===== src/rtl/batcher_sched_pkg.sv =====
// rtl/batcher_sched_pkg.sv - shared sizing, types and helpers for the Batcher issue scheduler
// Purpose: lane count, widths, the scheduler state enum, lane masks and the framing record
//          carried alongside the sorter. BATCHER_SIZE / BATCHER_DWIDTH may be predefined to
//          resize the crossbar; defaults are 8 lanes of 8 bits.
// Ports:   none (package).
`ifndef BATCHER_SIZE
`define BATCHER_SIZE 8
`endif
`ifndef BATCHER_DWIDTH
`define BATCHER_DWIDTH 8
`endif

package batcher_sched_pkg;
   localparam int SIZE     = `BATCHER_SIZE;
   localparam int DWIDTH   = `BATCHER_DWIDTH;
   localparam int TAGWIDTH = $clog2(SIZE);
   localparam int LATENCY  = 4;
   localparam int ID_W     = 4;
   localparam int ROUND_W  = $clog2(SIZE) + 1;

   typedef enum logic {IDLE, ISSUE} sched_state_e;

   typedef logic [SIZE-1:0] lane_mask_t;

   typedef struct packed {
      logic            valid;
      lane_mask_t      mask;
      logic [ID_W-1:0] id;
      logic            last;
   } sched_frame_t;

   function automatic logic [31:0] popcount(input lane_mask_t m);
      popcount = '0;
      for (int i = 0; i < SIZE; i++)
         popcount = popcount + 32'(m[i]);
   endfunction
endpackage


===== src/rtl/batcher_sched_if.sv =====
// rtl/batcher_sched_if.sv - batch input, sorter drive and output framing bundle
// Purpose: groups the batch handshake, the sorter inputs and the aligned round framing.
// Ports (slave = scheduler side):
//   in_valid/in_ready/in_lane_en/in_dest/in_data  batch offer and accept
//   xb_din/xb_shift                               sorter data and tag inputs
//   out_valid/out_lane_mask/out_batch_id/out_last framing aligned to sorter output
interface batcher_sched_if;
   import batcher_sched_pkg::*;

   logic                       in_valid;
   logic                       in_ready;
   lane_mask_t                 in_lane_en;
   logic [SIZE*TAGWIDTH-1:0]   in_dest;
   logic [SIZE*DWIDTH-1:0]     in_data;
   logic [SIZE*DWIDTH-1:0]     xb_din;
   logic [SIZE*TAGWIDTH-1:0]   xb_shift;
   logic                       out_valid;
   lane_mask_t                 out_lane_mask;
   logic [ID_W-1:0]            out_batch_id;
   logic                       out_last;

   modport master (
      output in_valid, in_lane_en, in_dest, in_data,
      input  in_ready, xb_din, xb_shift, out_valid, out_lane_mask, out_batch_id, out_last
   );

   modport slave (
      input  in_valid, in_lane_en, in_dest, in_data,
      output in_ready, xb_din, xb_shift, out_valid, out_lane_mask, out_batch_id, out_last
   );
endinterface


===== src/rtl/dest_conflict_resolve.sv =====
// rtl/dest_conflict_resolve.sv - per-destination lowest-lane grant for one issue round
// Purpose: combinational; among pending lanes, the lowest-index lane per destination is
//          granted and every other pending lane with the same destination is a loser.
// Ports:
//   pending  in   lanes still waiting to issue
//   dest     in   destination tag per lane
//   grant    out  lanes issued this round (unique destinations)
//   loser    out  pending lanes held back by a lower-index lane with the same destination
module dest_conflict_resolve
   import batcher_sched_pkg::*;
(
   input  lane_mask_t                 pending,
   input  logic [SIZE*TAGWIDTH-1:0]   dest,
   output lane_mask_t                 grant,
   output lane_mask_t                 loser
);
   logic blocked;

   always_comb begin
      grant   = '0;
      loser   = '0;
      blocked = 1'b0;
      for (int i = 0; i < SIZE; i++) begin
         blocked = 1'b0;
         for (int j = 0; j < i; j++)
            if (pending[j] && (dest[j*TAGWIDTH +: TAGWIDTH] == dest[i*TAGWIDTH +: TAGWIDTH]))
               blocked = 1'b1;
         grant[i] = pending[i] & ~blocked;
         loser[i] = pending[i] & blocked;
      end
   end
endmodule


===== src/rtl/batcher_sched.sv =====
// rtl/batcher_sched.sv - conflict-free round issue scheduler for the Batcher-sort crossbar
// Purpose: accepts a batch of lane requests, splits it into rounds with unique destinations,
//          drives one round per cycle into the sorter and delays the round framing by the
//          sorter latency. Optional BATCHER_SCHED_STATS_EN adds batch/round/conflict counters.
// Ports:
//   clk, n_rst     clock, asynchronous active-low reset
//   flush          drop pending rounds and kill in-flight framing; blocks accept
//   bus            batcher_sched_if.slave (batch input, sorter drive, output framing)
//   stat_*         (BATCHER_SCHED_STATS_EN only) completed batches, issued rounds, conflicts
module batcher_sched
   import batcher_sched_pkg::*;
(
   input  logic               clk,
   input  logic               n_rst,
   input  logic               flush,
   batcher_sched_if.slave     bus
`ifdef BATCHER_SCHED_STATS_EN
   ,
   output logic [31:0]        stat_batches,
   output logic [31:0]        stat_rounds,
   output logic [31:0]        stat_conflicts
`endif
);
   sched_state_e              state;
   logic                      ready_q;
   lane_mask_t                pending_q;
   logic [SIZE*DWIDTH-1:0]    data_q;
   logic [SIZE*TAGWIDTH-1:0]  dest_q;
   logic [ID_W-1:0]           batch_id;
   logic [ROUND_W-1:0]        round_cnt;

   logic                      accept;
   logic                      issue_valid;
   logic                      round_last;
   lane_mask_t                cur_pending;
   lane_mask_t                grant;
   lane_mask_t                loser;
   logic [SIZE*DWIDTH-1:0]    cur_data;
   logic [SIZE*TAGWIDTH-1:0]  cur_dest;
   sched_frame_t              frame_in;
   sched_frame_t              frame_out;

   assign bus.in_ready = ready_q & ~flush;
   assign accept       = bus.in_valid & bus.in_ready;
   // n_rst gate keeps the sorter inputs quiet while reset holds in_ready high.
   assign issue_valid  = n_rst & ((state == ISSUE) ? ~flush : accept);
   // Losers are exactly what remains pending after this round.
   assign round_last   = ~|loser;

   // Round 0 is issued straight from the input in the accept cycle.
   always_comb begin
      cur_pending = '0;
      cur_data    = data_q;
      cur_dest    = dest_q;
      if (state == IDLE) begin
         cur_data = bus.in_data;
         cur_dest = bus.in_dest;
      end
      if (issue_valid)
         cur_pending = (state == IDLE) ? bus.in_lane_en : pending_q;
   end

   dest_conflict_resolve u_resolve (
      .pending (cur_pending),
      .dest    (cur_dest),
      .grant   (grant),
      .loser   (loser)
   );

   always_comb begin
      bus.xb_din   = '0;
      bus.xb_shift = '0;
      for (int i = 0; i < SIZE; i++)
         if (grant[i]) begin
            bus.xb_din[i*DWIDTH +: DWIDTH]       = cur_data[i*DWIDTH +: DWIDTH];
            bus.xb_shift[i*TAGWIDTH +: TAGWIDTH] = cur_dest[i*TAGWIDTH +: TAGWIDTH];
         end
   end

   always_comb begin
      frame_in = '0;
      if (issue_valid) begin
         frame_in.valid = 1'b1;
         frame_in.mask  = grant;
         frame_in.id    = batch_id;
         frame_in.last  = round_last;
      end
   end

   always_ff @(posedge clk or negedge n_rst) begin
      if (!n_rst) begin
         state     <= IDLE;
         ready_q   <= 1'b1;
         pending_q <= '0;
         data_q    <= '0;
         dest_q    <= '0;
         batch_id  <= '0;
         round_cnt <= '0;
      end else if (flush) begin
         state     <= IDLE;
         ready_q   <= 1'b1;
         pending_q <= '0;
         round_cnt <= '0;
      end else if (issue_valid) begin
         if (state == IDLE) begin
            data_q <= bus.in_data;
            dest_q <= bus.in_dest;
         end
         pending_q <= loser;
         if (round_last) begin
            state     <= IDLE;
            ready_q   <= 1'b1;
            round_cnt <= '0;
            batch_id  <= batch_id + 1'b1;
         end else begin
            state     <= ISSUE;
            ready_q   <= 1'b0;
            round_cnt <= round_cnt + 1'b1;
         end
      end
   end

   // Each round retires at least one lane, so a batch can never need more than SIZE rounds.
   always_ff @(posedge clk) begin
      if (issue_valid)
         assert (round_cnt < ROUND_W'(SIZE));
   end

   generate
      if (LATENCY == 0) begin : g_comb
         assign frame_out = frame_in;
      end else begin : g_pipe
         sched_frame_t pipe [LATENCY];
         always_ff @(posedge clk or negedge n_rst) begin
            if (!n_rst) begin
               for (int i = 0; i < LATENCY; i++) pipe[i] <= '0;
            end else if (flush) begin
               for (int i = 0; i < LATENCY; i++) pipe[i] <= '0;
            end else begin
               pipe[0] <= frame_in;
               for (int i = 1; i < LATENCY; i++) pipe[i] <= pipe[i-1];
            end
         end
         assign frame_out = pipe[LATENCY-1];
      end
   endgenerate

   assign bus.out_valid     = frame_out.valid;
   assign bus.out_lane_mask = frame_out.mask;
   assign bus.out_batch_id  = frame_out.id;
   assign bus.out_last      = frame_out.last;

`ifdef BATCHER_SCHED_STATS_EN
   always_ff @(posedge clk or negedge n_rst) begin
      if (!n_rst) begin
         stat_batches   <= '0;
         stat_rounds    <= '0;
         stat_conflicts <= '0;
      end else if (issue_valid) begin
         if (round_last && (stat_batches != '1)) stat_batches <= stat_batches + 32'd1;
         if (stat_rounds != '1)                  stat_rounds  <= stat_rounds + 32'd1;
         stat_conflicts <= stat_conflicts + popcount(loser);
      end
   end
`endif
endmodule


===== src/flat_wrapper.sv =====
// flat-port wrapper written by rule: the top's interface ports become plain ports
module batcher_sched_flat import batcher_sched_pkg::*;
  (clk, n_rst, flush, bus_in_valid, bus_in_lane_en, bus_in_dest, bus_in_data, bus_in_ready, bus_xb_din, bus_xb_shift, bus_out_valid, bus_out_lane_mask, bus_out_batch_id, bus_out_last);
  batcher_sched_if bus_i ();
  input  logic clk;
  input  logic n_rst;
  input  logic flush;
  input wire logic [$bits(bus_i.in_valid)-1:0] bus_in_valid;
  input wire logic [$bits(bus_i.in_lane_en)-1:0] bus_in_lane_en;
  input wire logic [$bits(bus_i.in_dest)-1:0] bus_in_dest;
  input wire logic [$bits(bus_i.in_data)-1:0] bus_in_data;
  output wire logic [$bits(bus_i.in_ready)-1:0] bus_in_ready;
  output wire logic [$bits(bus_i.xb_din)-1:0] bus_xb_din;
  output wire logic [$bits(bus_i.xb_shift)-1:0] bus_xb_shift;
  output wire logic [$bits(bus_i.out_valid)-1:0] bus_out_valid;
  output wire logic [$bits(bus_i.out_lane_mask)-1:0] bus_out_lane_mask;
  output wire logic [$bits(bus_i.out_batch_id)-1:0] bus_out_batch_id;
  output wire logic [$bits(bus_i.out_last)-1:0] bus_out_last;
  assign bus_i.in_valid = bus_in_valid;
  assign bus_i.in_lane_en = bus_in_lane_en;
  assign bus_i.in_dest = bus_in_dest;
  assign bus_i.in_data = bus_in_data;
  assign bus_in_ready = bus_i.in_ready;
  assign bus_xb_din = bus_i.xb_din;
  assign bus_xb_shift = bus_i.xb_shift;
  assign bus_out_valid = bus_i.out_valid;
  assign bus_out_lane_mask = bus_i.out_lane_mask;
  assign bus_out_batch_id = bus_i.out_batch_id;
  assign bus_out_last = bus_i.out_last;
  batcher_sched u_core (.clk(clk), .n_rst(n_rst), .flush(flush), .bus(bus_i));
endmodule

===== config.mk =====
export PLATFORM = sky130hd
export DESIGN_NAME = batcher_sched_flat
export DESIGN_NICKNAME = d
export VERILOG_FILES = /design/src/rtl/batcher_sched_pkg.sv /design/src/rtl/batcher_sched_if.sv /design/src/rtl/dest_conflict_resolve.sv /design/src/rtl/batcher_sched.sv /design/src/flat_wrapper.sv
export SDC_FILE = /design/constraint.sdc
export NUM_CORES = 1
export LEC_CHECK = 0
export BUFFER_PORTS_ARGS = -buffer_cell sky130_fd_sc_hd__buf_2
export CORE_UTILIZATION = 30
export DETAILED_ROUTE_END_ITERATION = 12
export GPL_TIMING_DRIVEN = 0
export PLACE_DENSITY = 0.53
export RECOVER_POWER = 100
export SYNTH_ARGS = -nofsm -noshare
export SYNTH_HDL_FRONTEND = slang
export SYNTH_SLANG_ARGS = --single-unit
export TNS_END_PERCENT = 30

===== constraint.sdc =====
create_clock -name clk -period 4.13 [get_ports clk]
set_input_delay 0.6195 -clock clk [delete_from_list [all_inputs] [get_ports clk]]
set_output_delay 0.6195 -clock clk [all_outputs]
set_load 0.05 [all_outputs]

==> results of run 1 <==
## power by group
part / switching (W) / leakage, nW / total, W / internal, W
registers: 0.0000962 / 1.89 / 0.00175 / 0.00165
clock network: 0.000688 / 0.278 / 0.00149 / 0.000804
logic: 0.000616 / 2.51 / 0.00106 / 0.000447
## worst max-delay path: cells and delay by family (launching register included)
family | cells | cell delay (ns)
muxes | 1 | 0.81
buffers and inverters | 3 | 0.79
DFF | 1 | 0.36
and+or+nand+nor | 3 | 0.54
xor gates and xnor gates | 1 | 0.18
AOI/OAI and AO/OA | 1 | 0.26
## layout make-up
type	instances	share of cell area (%)
timing repair buffer	188	8.759
tap	384	4.467
clock buffer	18	4.083
sequential	148	34.44
inverter	11	0.3839
antenna	1	0.02326
clock inverter	14	1.117
multi-input combinational	585	42.57
buffer	89	4.153
## final timing paths
check / slack, ns / end / cells after the start / startpoint
setup / recovery: 0.15 / bus_xb_din[41] / 9 / u_core.dest_q[17]
hold / removal: 0.06 / u_core.data_q[57] / 1 / n_rst
setup reg to reg: 0.86 / u_core.batch_id[1] / 10 / u_core.state
hold reg to reg: 0.45 / u_core.bus.out_batch_id[0] / 1 / u_core.g_pipe.pipe[15]
max in group asynchronous: 0.89 / u_core.g_pipe.pipe[46] / 2 / n_rst
min in group clk: 0.42 / u_core.data_q[28] / 2 / bus_in_data[28]
## cell usage after synthesis (2+ instances only)
cell type and count:
dfrtp_1 147, buf_2 6, nor3_1 2, nor2b_1 42, o31ai_1 2, a21o_1 4, clkbuf_1 47, nor2_1 94
buf_6 4, nand2_1 29, a41oi_1 2, nand3_1 4, buf_4 14, mux2i_2 5, xor2_1 84, nor3_2 2
o221ai_1 2, buf_1 16, and2_1 13, nor4_1 11, mux2i_1 93, nand2b_1 2, xnor2_1 53, mux2_2 71
a21oi_1 8, inv_1 10, o211ai_1 4, o21ai_0 14, mux2i_4 4, and4_1 2, nand4_1 19
## routing by layer
metal | routed length [um] | track usage (%)
met5 | 0 | 0
met2 | 13040 | 30.44
met3 | 1691 | 3.936
met1 | 11500 | 23.73
met4 | 322 | 4.351
## state kept, by name, summed over array words and instances (netlist names)
signal and flops:
u_core.ready_q 1, u_core.bus.out_valid 1, u_core.batch_id 4, u_core.bus.out_batch_id 4
u_core.bus.out_lane_mask 8, u_core.pending_q 7, u_core.data_q 56, u_core.g_pipe.pipe 42
u_core.dest_q 23, u_core.bus.out_last 1, u_core.state 1
## cells in the final DEF, fill, tap and decap left out, types with 11 or more instances in the layout
cell type  Yosys  routed
clkbuf_1      47      84
clkbuf_2       1      60
nor2_1        94      95
nor4_1        11      11
buf_2          6      99
o21ai_0       14      14
mux2i_1       93      93
buf_4         14      15
nand2_1       29      29
xor2_1        84      84
mux2_2        71      72
clkbuf_16      0      17
and2_1        13      13
buf_1         16      12
dfrtp_1      147     147
nand4_1       19      20
nor2b_1       42      42
xnor2_1       53      53
## logic make-up (layout without fill, tap and decap cells)
group | count (synthesis) | after routing | share of synthesized area (%)
other | 0 | 1 | 0
adder cells (fa/ha/maj) | 1 | 1 | 0.1427
AND/OR/NAND/NOR | 227 | 227 | 13.03
multiplexers | 174 | 174 | 21.73
AO/OA/AOI/OAI | 46 | 46 | 3.626
flip-flops | 148 | 148 | 42.27
XOR/XNOR | 137 | 137 | 13.69
buffers and inverters | 100 | 320 | 5.510
## timing repair
action	CTS	global route
buffers inserted	1	0
hold endpoints to repair	0	0
resized for setup	12	6
endpoints found under the setup margin	89	35
cloned	2	0
pin swaps	1	0
## metrics by stage
stage          setup WS, ns  hold WS, ns
2_1_floorplan        0.8621       0.3239
3_3_place_gp         -3.341       0.4423
3_5_place_dp         -1.335       0.4463
4_1_cts             0.08744      0.06168
5_1_grt             0.02566      0.05766
6_report             0.1501      0.05973
==> metrics.yaml, run 1 <==
fin_util_pct: 37.48
drv_cap: 2
crit_chain: "clkbuf_1, mux2i_1, xnor2_1, nand4_1, o41a_1, nand4_1, clkbuf_2, nor2_1, clkbuf_2"
required_ns: 3.51
cpPeakStageDelay_ns: 0.81
syn_inst: 833
final_nets: 1141
drive_gt1_share_pct: 28.96
core_um2: 28700
die_area_um2: 29900
relSlewSlack_pct: -102.1
ys_seq_area_share_pct: 42.27
ys_ff_latch: 148
synth_area_leaders: "dfrtp_1, mux2i_1, mux2_2"
placed_area_um2: 10200
ys_warn_count: 0
port_buffers: 184
viasPerCell: 4.577
fmax_mhz: 251.3
avgRoutedWirePerCell_um: 18.46
synth_top_area_share_pct: 41.97
clockRootBuffer: "clkbuf_16"
crit_type: "reg -> out"
antenna_found_initial: 1
yosys.area.top_type: "dfrtp_1"
synth.cell_area_um2: 8765
start_util_pct: 30.54
post-place-cells: 1402
synthFlopType: "dfrtp_1"
synth_edf_count: 0
synth.avg_cell_area_um2: 10.52
first_pass_iters: 5
slowest_stage: "mux2i_1"
gp_congestion: 0.9004
final_max_slew_viol_count: 79
finalInstanceArea_um2: 10760
setup_viol: 0
fin_setup_tns_ns: 0
hold_viol: 0
place_hpwl_mm: 18.98
rsz0062_at_grt: "false"
multi_input_area_um2: 4579
period_minus_slack_ns: 3.980
cts_sinks: 148
grt_first_pass_wirelength_mm: 40.72
power_w: 0.004305
fillCellCount: 2983
cts_max_path_buffers: 2
cts.reportedPaths.clkPinSlew_ns: 0.07
powerDensity_nw_per_um2: 400.2
async_flop_share_pct: 100.0
first_global_vias: 6592
arrival_ns: 3.36
hp-class: "in -> async"
cts_buffers: 17
clk_latency_ns: 0.44
routed_wl_mm: 26.55
synth_cell_types: 54
vias: 6582
grt_max_degree: 52
num_rows: 62
worst_pin_slew_ns: 3.031
drtIter0Drc: 293
overflow: 0
die_x_um: 172.9
finClkSkew_ns: 0.02524
seq_area_um2: 3705
run_status: "finished, violations left"
drcViolationCount: 0
ant_nets: 0
start_kind: "flop"
cts.hold.buffers_added: 0
violations: "capacitance limit, slew limit"
area_growth_pct: 22.73
io_pins: 203
cp-end-kind: "output port"
grt_usage_pct: 18.14
critPathMaxFanout: 10
syn-num-nets: 934
htree_levels: 4
die_y_um: 172.9
tritoncts: "built"
power_leakage_nw: 4.677
ir_drop_mv: 0.2551
fin_crit_sh_pct: 96.37
final_cell_count_no_fill: 1438
No activity file was read; power rests on OpenSTA's default activity.
==> run 2, diff against run 1 <==
- REMOVE_ABC_BUFFERS: not set -> 1
- SLEW_MARGIN: not set -> 25
==> metrics.yaml, run 2 (same netlist as run 1, synthesis figures left out) <==
num_rows: 62  # unchanged
drtIter0Drc: 322  # +9.9%
core_um2: 28700  # unchanged
grt_first_pass_wirelength_mm: 37.83  # -7.1%
largest_reg_flops: 56  # unchanged
cts.hold.buffers_added: 0  # unchanged
period_minus_slack_ns: 3.925  # -0.05473 ns
grt_max_degree: 60  # +15%
power_w: 0.004429  # +2.9%
power_leakage_nw: 4.612  # -1.4%
mostFrequentLayoutCell: "dfrtp_1"
port_buffers: 202  # +9.8%
ant_nets: 0  # unchanged
mostFrequentLayoutCells: "dfrtp_1, buf_2, nor2_1"
hold_viol: 0  # unchanged
start_util_pct: 30.54  # unchanged
cts_max_path_buffers: 2  # unchanged
fin_crit_sh_pct: 95.04  # -1.3 points
arrival_ns: 3.31  # -0.05 ns
finClkSkew_ns: 0.01416  # -0.01108 ns
crit_type: "reg -> out"
drv_cap: 0  # -2
fin_hold_ws_ns: 0.05936  # -0.0003723 ns
required_ns: 3.51  # about the same
rsz0062_at_grt: "false"
rr_startpoint: "u_core.state"
clockRootBuffer: "clkbuf_16"
largest_register: "u_core.data_q"
hp-class: "in -> async"
final_max_slew_viol_count: 0  # -100%
antenna_found_initial: 4  # +3
die_area_um2: 29900  # unchanged
largestRegisters: "u_core.data_q (56), u_core.g_pipe.pipe (42), u_core.dest_q (23)"
grt_usage_pct: 16.47  # -1.7 points
tritoncts: "built"
run_status: "finished, final reports clean"
worst_slack_ns: 0.2049  # +0.05474 ns
htree_levels: 4  # unchanged
io_pins: 203  # unchanged
die_y_um: 172.9  # unchanged
cp-startpoint: "u_core.state"
ff2ff_path_depth: 9  # -1
start_kind: "flop"
clk_latency_ns: 0.43  # about the same
vias: 6374  # -3.2%
setup_viol: 0  # unchanged
drive_gt1_share_pct: 30.61  # +1.6 points
multi_input_area_um2: 4613  # +0.74%
cp-end-kind: "output port"
routed_wl_mm: 24.09  # -9.3%
seq_area_um2: 3709  # +0.10%
ir_drop_mv: 0.2354  # -7.7%
final_nets: 1081  # -5.3%
avgRoutedWirePerCell_um: 17.47  # -5.4%
gp_congestion: 0.8057  # -11%
cts_sinks: 148  # unchanged
viasPerCell: 4.622  # +0.98%
die_x_um: 172.9  # unchanged
relSlewSlack_pct: 10.32  # +110 points
powerDensity_nw_per_um2: 413.6  # +3.3%
worst_pin_slew_ns: 1.345  # -1.686 ns
critPathMaxFanout: 19  # +9
fillCellCount: 2967  # -0.54%
overflow: 0  # unchanged
cts_buffers: 17  # unchanged
place_hpwl_mm: 16.70  # -12%
first_global_vias: 6460  # -2.0%
first_pass_iters: 4  # -1
area_growth_pct: 22.18
drcViolationCount: 0  # unchanged
cts.reportedPaths.clkPinSlew_ns: 0.06  # about the same
fmax_mhz: 254.8  # +1.4%
preCtsSetupSlack_ns: -0.9008  # +0.4343 ns
[run 2: layout make-up]
type | instances | share of cell area [%]
timing repair buffer | 216 | 11.50
sequential | 148 | 34.63
clock inverter | 12 | 1.566
multi-input combinational | 586 | 43.08
inverter | 11 | 0.4323
clock buffer | 20 | 4.265
antenna | 2 | 0.04673
tap | 384 | 4.487
[run 2: where the power goes]
part | internal, W | switching, W | total (W) | leakage (nW)
sequential | 0.00165 | 0.000235 | 0.00189 | 1.89
clock | 0.000997 | 0.000663 | 0.00166 | 0.296
combinational | 0.000436 | 0.000446 | 0.000881 | 2.43
[run 2: worst paths after layout]
path	end	slack, ns
min reg2reg	u_core.g_pipe.pipe[22]	0.46
min	u_core.bus.out_lane_mask[0]	0.06
max reg2reg	u_core.batch_id[1]	0.41
max in group asynchronous	u_core.ready_q	3.46
max	bus_xb_shift[19]	0.20
min in group clk	u_core.data_q[16]	0.43
[run 2: worst max-delay path, stage by stage, from the launching register on]
cell	delay [ns]
dfrtp_4	0.65
a21oi_4	0.36
or2_4	0.35
clkinv_2	0.21
nand2_1	0.23
o31ai_1	0.14
nor3_1	0.25
nand2_2	0.11
buf_12	0.16
nor2_1	0.12
clkbuf_2	0.30
[run 2: what timing repair did]
action / in CTS / in global routing
pin swaps: 3 / 3
buffers inserted: 4 / 2
setup endpoints to repair: 78 / 66
gates resized for setup: 11 / 7
cloned: 1 / 0
[run 2: per-stage QoR]
step	cells	TNS [ns]	area, um2	util (%)
5_1_grt	1379	0	10710	37.31
6_report	1379	0	10710	37.31
3_5_place_dp	1338	-42.32	10040	34.98
2_1_floorplan	744	-1028.00	8323	-
4_1_cts	1375	-0.8991	10770	37.52
3_3_place_gp	1330	-2397.48	9814	34.19
[run 2: metal layers]
layer / GRT usage (%) / wire length (um)
met1: 21.33 / 10840
met2: 26.46 / 11490
met3: 3.958 / 1375
met4: 6.490 / 363
met5: 0 / 23
